==> src/rtl/sync_fifo_flagged.sv <==
// Single-clock FIFO with arbitrary depth, fill level, programmable almost-full/empty
// thresholds, overflow/underflow pulses and a selectable first-word-fall-through read port.
module sync_fifo_flagged #(
   parameter int DATA_WIDTH = 8,
   parameter int DEPTH      = 8,
   parameter int AF_THRESH  = 6,
   parameter int AE_THRESH  = 2,
   parameter int FWFT       = 0,
   localparam int CW        = $clog2(DEPTH + 1)
) (
   input  logic                  CLK,
   input  logic                  RST,
   input  logic                  W_INC,
   input  logic [DATA_WIDTH-1:0] WR_DATA,
   input  logic                  R_INC,
   output logic [DATA_WIDTH-1:0] RD_DATA,
   output logic                  RD_VALID,
   output logic                  FULL,
   output logic                  EMPTY,
   output logic                  ALMOST_FULL,
   output logic                  ALMOST_EMPTY,
   output logic [CW-1:0]         FILL_LEVEL,
   output logic                  OVERFLOW,
   output logic                  UNDERFLOW
);

   localparam int              PW       = $clog2(DEPTH);
   localparam logic [PW-1:0]   LAST_PTR = PW'(DEPTH - 1);
   localparam logic [CW-1:0]   DEPTH_C  = CW'(DEPTH);
   localparam logic [CW-1:0]   AF_C     = CW'(AF_THRESH);
   localparam logic [CW-1:0]   AE_C     = CW'(AE_THRESH);

   logic [DATA_WIDTH-1:0] mem_q [DEPTH];

   logic [PW-1:0]         wr_ptr_q, wr_ptr_d;
   logic [PW-1:0]         rd_ptr_q, rd_ptr_d;
   logic [CW-1:0]         count_q, count_d;
   logic [DATA_WIDTH-1:0] rd_data_q, rd_data_d;
   logic                  rd_valid_q, rd_valid_d;
   logic                  overflow_q, overflow_d;
   logic                  underflow_q, underflow_d;

   logic full, empty, wr_acc, rd_acc;

   assign full  = (count_q == DEPTH_C);
   assign empty = (count_q == '0);

   // NOTE: every always_comb output gets a default first so no path can infer a latch.
   always_comb begin
      wr_acc      = W_INC & ~full;
      rd_acc      = R_INC & ~empty;
      wr_ptr_d    = wr_ptr_q;
      rd_ptr_d    = rd_ptr_q;
      rd_data_d   = rd_data_q;
      rd_valid_d  = 1'b0;
      overflow_d  = W_INC & full;
      underflow_d = R_INC & empty;
      count_d     = count_q + CW'(wr_acc) - CW'(rd_acc);

      // Pointers wrap explicitly because DEPTH need not be a power of two.
      if (wr_acc) begin
         wr_ptr_d = (wr_ptr_q == LAST_PTR) ? '0 : wr_ptr_q + PW'(1);
      end
      if (rd_acc) begin
         rd_ptr_d   = (rd_ptr_q == LAST_PTR) ? '0 : rd_ptr_q + PW'(1);
         rd_data_d  = mem_q[rd_ptr_q];
         rd_valid_d = (FWFT == 0);
      end
   end

   // NOTE: sequential state uses non-blocking assignments so every flop samples pre-edge values.
   always_ff @(posedge CLK or posedge RST) begin
      if (RST) begin
         wr_ptr_q    <= '0;
         rd_ptr_q    <= '0;
         count_q     <= '0;
         rd_data_q   <= '0;
         rd_valid_q  <= 1'b0;
         overflow_q  <= 1'b0;
         underflow_q <= 1'b0;
      end else begin
         wr_ptr_q    <= wr_ptr_d;
         rd_ptr_q    <= rd_ptr_d;
         count_q     <= count_d;
         rd_data_q   <= rd_data_d;
         rd_valid_q  <= rd_valid_d;
         overflow_q  <= overflow_d;
         underflow_q <= underflow_d;
      end
   end

   // NOTE: the storage array is deliberately not reset; count and pointers define what is valid.
   always_ff @(posedge CLK) begin
      if (wr_acc) begin
         mem_q[wr_ptr_q] <= WR_DATA;
      end
   end

   assign FILL_LEVEL   = count_q;
   assign FULL         = full;
   assign EMPTY        = empty;
   assign ALMOST_FULL  = (count_q >= AF_C);
   assign ALMOST_EMPTY = (count_q <= AE_C);
   assign OVERFLOW     = overflow_q;
   assign UNDERFLOW    = underflow_q;

   // In fall-through mode the head entry is presented directly from the array.
   assign RD_DATA  = (FWFT != 0) ? (empty ? '0 : mem_q[rd_ptr_q]) : rd_data_q;
   assign RD_VALID = (FWFT != 0) ? ~empty : rd_valid_q;

endmodule

==> config.mk <==
export PLATFORM = sky130hd
export DESIGN_NAME = sync_fifo_flagged
export DESIGN_NICKNAME = d
export VERILOG_FILES = /design/src/rtl/sync_fifo_flagged.sv
export SDC_FILE = /design/constraint.sdc
export NUM_CORES = 1
export LEC_CHECK = 0
export BUFFER_PORTS_ARGS = -buffer_cell sky130_fd_sc_hd__clkbuf_2
export CAP_MARGIN = 20
export CORE_MARGIN = 5
export CORE_UTILIZATION = 55
export DETAILED_ROUTE_END_ITERATION = 12
export GPL_ROUTABILITY_DRIVEN = 0
export PLACE_DENSITY = 0.74
export SLEW_MARGIN = 10
export SYNTH_ARGS = -nofsm -noshare
export SYNTH_HDL_FRONTEND = slang
export SYNTH_SLANG_ARGS = --single-unit
==> constraint.sdc <==
create_clock -name CLK -period 4.25 [get_ports CLK]
set_input_delay 0 -clock CLK [delete_from_list [all_inputs] [get_ports CLK]]
set_output_delay 0 -clock CLK [all_outputs]
set_load 0.02 [all_outputs]
# Yosys cells after proc, flatten, opt, wreduce, memory -nomap -nowiden
# Memory sizes are Yosys's and may differ from the RTL's. A register that Yosys moved wholly into a read port is not among the register bits.
# Index checks and enable logic that the tools add are counted.
# Widths: inputs -> output; s select.
# word_totals
regBits	13
ramBits	64
in_bits	12
output_inout_bits	19
word_cells	28
memories	1
# op_classes
add_sub_neg	4
order_cmp	2
n_eq_ne	3
n_mux	5
bitwise	6
reduce_logical	1
# mem_list
memory	depth	word_bits	read_ports	rd_ports_with_merged_regs	write_ports	line	text
mem_q	8	8	1	1	1	33	logic [DATA_WIDTH-1:0] mem_q [DEPTH];
# ops
op	count
$add 3x1->3 const B	2
$eq 3x3->1 const B	2
$mux 3	2
$add 4x1->4	1
$and 1x1->1	4
$eq 4x4->1 const B	1
$ge 4x3->1 const B	1
$le 4x2->1 const B	1
$logic_not 4->1	1
$sub 4x1->4	1
$mux 1	3
$not 1->1	2

# Logic depth before layout (Yosys ltp)
# depth
depth_word	5
mapped_depth	12

# Worst setup path after synthesis
# No wires, ideal clock.
# synth_path
kind	register -> register
start	register count_q[3] (netlist: FILL_LEVEL[3])
end	register count_q[2] (netlist: FILL_LEVEL[2])
t_arrival_ps	2334
path_slack_ps	1793
path_stages_with_launch	13
period_less_slack_ps	2457
path_cell_list	dfrtp_1 > inv_1 > ha_1 > nor3b_2 > nand2b_1 > buf_4 > inv_1 > ha_1 > inv_1 > ha_1 > inv_1 > fa_1 > xnor2_1
# synth_between
elab_cells_between_ends	8
# synth_lines
element	line	text
start, declared	37	logic [CW-1:0] count_q, count_d;
start signal, assigned	84	count_q <= count_d;
$logic_not 4->1	46	assign empty = (count_q == '0);
$not 1->1	n/a	
$and 1x1->1	51	rd_acc = R_INC & ~empty;
via rd_acc	43	logic full, empty, wr_acc, rd_acc;
$sub 4x1->4	58	count_d = count_q + CW'(wr_acc) - CW'(rd_acc);
via count_d[2]	37	
# The timed path passes the listed nets, and every way through them passes these cells.
# A chain may end at the register's enable or synchronous reset.

# Worst setup path after layout
# layout_path
start	register count_q[2] (netlist: FILL_LEVEL[2])
end	register count_q[1] (netlist: FILL_LEVEL[1])
# The elaborated chain is that of the path after synthesis.

==> metrics.sh <==
STATIC-LEAKAGE-POWER_nW=1.664
ENDPOINT_KIND='register'
NUMBER_OF_ANTENNA_VIOLATIONS_AT_THE_FIRST_CHECK_IN_GLOBAL_ROUTING=0
DRT-TOTAL-WL_UM=6750
CRIT_REQUIRED_NS=4.50
P_SW_W=0.001011
MAXSLEWHEADROOM_PCT=35.41
PATH_CLASS='register to register'
REPORT.FINAL.SETUP_VIOL=0
TRITONCTS_BUFFER_COUNT=9
CTS_TREE='built'
GLOBAL_ROUTE.USAGE.TOTAL_PCT=17.52
SKEW_NS=0.008298
AREA_GROWTH_PCT=14.47
SYNTHESIS.NETS=248
TIMING.CRITICAL_PATH.ARRIVAL_NS=2.90
TIMING_WORST_SLEW_PIN_VALUE_NS=0.9636
DESIGN.CORE.AREA_UM2=6386
POWER_PER_CELL_AREA_nW_PER_UM2=676.3
LAYOUT.NETS=298
LAYOUT_WORST_PATH_CYCLE_SHARE_PCT=62.44
FILLERINSTANCES=461
N_ANTENNA_CELL=0
LAYOUT.CELLS.MOST_COMMON='edfxtp_1'
LARGEST_NET_DEGREE_AT_THE_START_OF_GLOBAL_ROUTING=22
SEQ_AREA_FRAC_SYNTH_PCT=67.06
PORT_BUFFERS=30
FINAL-HOLD-VIOLATION-COUNT=0
DETAILROUTE.VIA_COUNT=2011
ANT_NETS=0
TIMING.FMAX_MHz=376.9
LAYOUT.CELLS.NON_FILLER=355
TIMING.REG2REG.WORST_PATH_DEPTH=11
ROUTE.DETAILED.DRC=0
CTSLONGESTPATHBUFFERS=2
LAYOUT_COMMON_CELLS='64 x edfxtp_1, 30 x clkbuf_2, 21 x dfrtp_1'
NUMBER_OF_ENABLE_FLIP_FLOP_CELLS_AFTER_SYNTHESIS=64
RUN_STATUS='complete, no violations'
DRT_ITER0_MARKERS=176
VDD.IR_DROP.WORST_uV=476.6
ASYNC_RESET_FF_SHARE_PCT=24.71
CLOCK_TREE.HTREE_LEVEL_COUNT=3
CLOCK_POWER_SHARE_PCT=19.5
COMBINATIONALPOWERSHARE_PCT=36.3
SEQ_POWER_SHARE_PCT=44.2
FP.DIEH_UM=91.46
STD_CELL_ROWS=29
START_UTIL_PCT=57.15
DRT_PASS1_ITERATIONS=4
CLOCK-SINKS=85
YOSYS.CELL_TYPES.COUNT=34
VIAS_IN_THE_FIRST_GLOBAL_ROUTE=2087
PATH_MAX_FANOUT=12
TIMING.FINAL.CRIT_PERIOD_NS=2.654
CHIPWIDTH_UM=91.46
DIE_AREA_UM2=8365
RSZ0062_AT_GRT='false'
SYN-MEAN-INSTANCE-AREA_UM2=16.37
P_SW_SHARE_PCT=35.80
DRT-WIRELENGTH-PER-CELL_UM=19.01
GLOBALROUTE.TOTALOVERFLOW=0
NETLIST_INSTANCES=223
YOSYS.AREA.TOP_TYPE='edfxtp_1'
PLACE.DETAILED.INSTANCES=328
FINAL_MAX_TRAN_VIOLS=0
HOLD_CLASS='input pin to async pin'
POST_ROUTE_CELLS_DRIVE_ABOVE_1_SHARE_PCT=29.14
SYNTH.CELL_AREA_UM2=3650
PORTION_OF_SYNTHESIZED_CELL_AREA_OCCUPIED_BY_THE_LEADING_CELL_TYPE_PCT=52.66
TOTALNEGATIVESETUPSLACK_NS=0
SYNTHESIS.YOSYS.WARNINGS=0
MAX_CAP_VIOLATIONS=0
INSERTION_DELAY_NS=0.35
CP-START-KIND='register'
P_INT_W=0.001814
POSTSYNTH.TOPFLOPCELL='edfxtp_1'
CLK_TRANSITION_REPORTED_PATHS_NS=0.08
VIA_PER_INST=5.665
YS_FF_LATCH=85
IOPINCOUNT=31
PLACE_HPWL_UM=4377
GRT_PASS1_WL_UM=10980
SYNTH.TOP_CELLS.BY_AREA='edfxtp_1 53%, dfrtp_1 14%, mux2i_1 4.4%'
CLOCK-ROOT-BUFFER='clkbuf_8'
logic make-up after synthesis:
| logic type | after synthesis | synth area share [%] |
|---|---|---|
| flip-flops | 85 | 67.05 |
| AO/OA/AOI/OAI | 37 | 8.159 |
| multiplexers | 37 | 11.69 |
| AND/OR/NAND/NOR | 30 | 4.594 |
| buffers and inverters | 19 | 3.360 |
| adder cells (fa/ha/maj) | 13 | 4.662 |
| XOR/XNOR | 2 | 0.4800 |
registers in the layout, indices dropped and copies added, names as in the netlist:
| signal | cells |
|---|---|
| RD_DATA | 8 |
| UNDERFLOW | 1 |
| FILL_LEVEL | 4 |
| RD_VALID | 1 |
| wr_ptr_q | 3 |
| OVERFLOW | 1 |
| mem_q | 64 |
| rd_ptr_q | 3 |
critical path: stages, from the launching register on:
cell	delay [ns]
dfrtp_1	0.41
inv_1	0.14
ha_1	0.18
nor3b_2	0.54
nand2b_1	0.21
inv_1	0.06
ha_1	0.26
inv_1	0.05
ha_1	0.15
inv_1	0.05
fa_1	0.48
inv_1	0.04
through the flow:
step / util (%) / power, W / instance area (um2) / hold slack, ns / worst slack (ns)
floorplan: - / 0.002027 / 3650 / -0.02347 / 1.793
global placement: 60.70 / 0.002255 / 3876 / 0.1752 / 1.679
detailed placement: 60.70 / 0.002299 / 3876 / 0.1918 / 1.603
CTS: 65.42 / 0.002850 / 4178 / 0.3713 / 1.580
global route: 65.42 / 0.002995 / 4178 / 0.4352 / 1.339
finish: 65.42 / 0.002825 / 4178 / 0.3406 / 1.596
final timing paths:
check	to	slack (ns)	start
setup / recovery	FILL_LEVEL[1]$_DFF_PP0_	1.60	FILL_LEVEL[2]$_DFF_PP0_
hold / removal	RD_DATA[2]$_DFFE_PP0P_	0.34	RST
setup reg to reg	FILL_LEVEL[1]$_DFF_PP0_	1.60	FILL_LEVEL[2]$_DFF_PP0_
hold reg to reg	RD_DATA[2]$_DFFE_PP0P_	0.55	RD_DATA[2]$_DFFE_PP0P_
max in group asynchronous	wr_ptr_q[1]$_DFFE_PP0P_	3.38	RST
min in group CLK	UNDERFLOW$_DFF_PP0_	0.45	R_INC
cells in the mapped netlist (all sizes together) (2+ instances only):
cell,count
a22o,9
o21ai,10
mux2i,16
nand2,6
edfxtp,64
dfrtp,21
and2,2
mux2,21
inv,11
nand2b,5
nor2b,2
ha,12
nor3,4
nor2,7
buf,7
o22ai,8
o31ai,8
metal layers:
layer	wire (um)	track usage [%]	vias to the layer above
met5	0	0	-
met4	68	9.169	0
met3	524	3.884	6
met2	3416	29.18	58
met1	2740	21.25	994
li1	-	-	953
power groups by stage:
stage / logic (W) / clock network [W] / registers (W)
floorplan: 0.000754 / 0 / 0.00127
global placement: 0.000996 / 0 / 0.00126
detailed placement: 0.00103 / 0 / 0.00127
CTS: 0.00104 / 0.000557 / 0.00125
global route: 0.00112 / 0.000594 / 0.00128
finish: 0.00102 / 0.000550 / 0.00125
area by class of cell:
type	count	area (um2)	share of cell area [%]
clock buffer	10	127.6	3.055
multi-input combinational	119	1096	26.24
tap	77	96.34	2.306
clock inverter	6	63.81	1.527
sequential	85	2447	58.58
inverter	11	41.29	0.9883
timing repair buffer	47	305.3	7.308
what timing repair did:
action,4_1_cts,5_1_grt
hold buffers,11,0
resized for setup,0,0
setup buffers,0,0
hold endpoints to repair,88,0
Power figures use the tool's default switching activity.
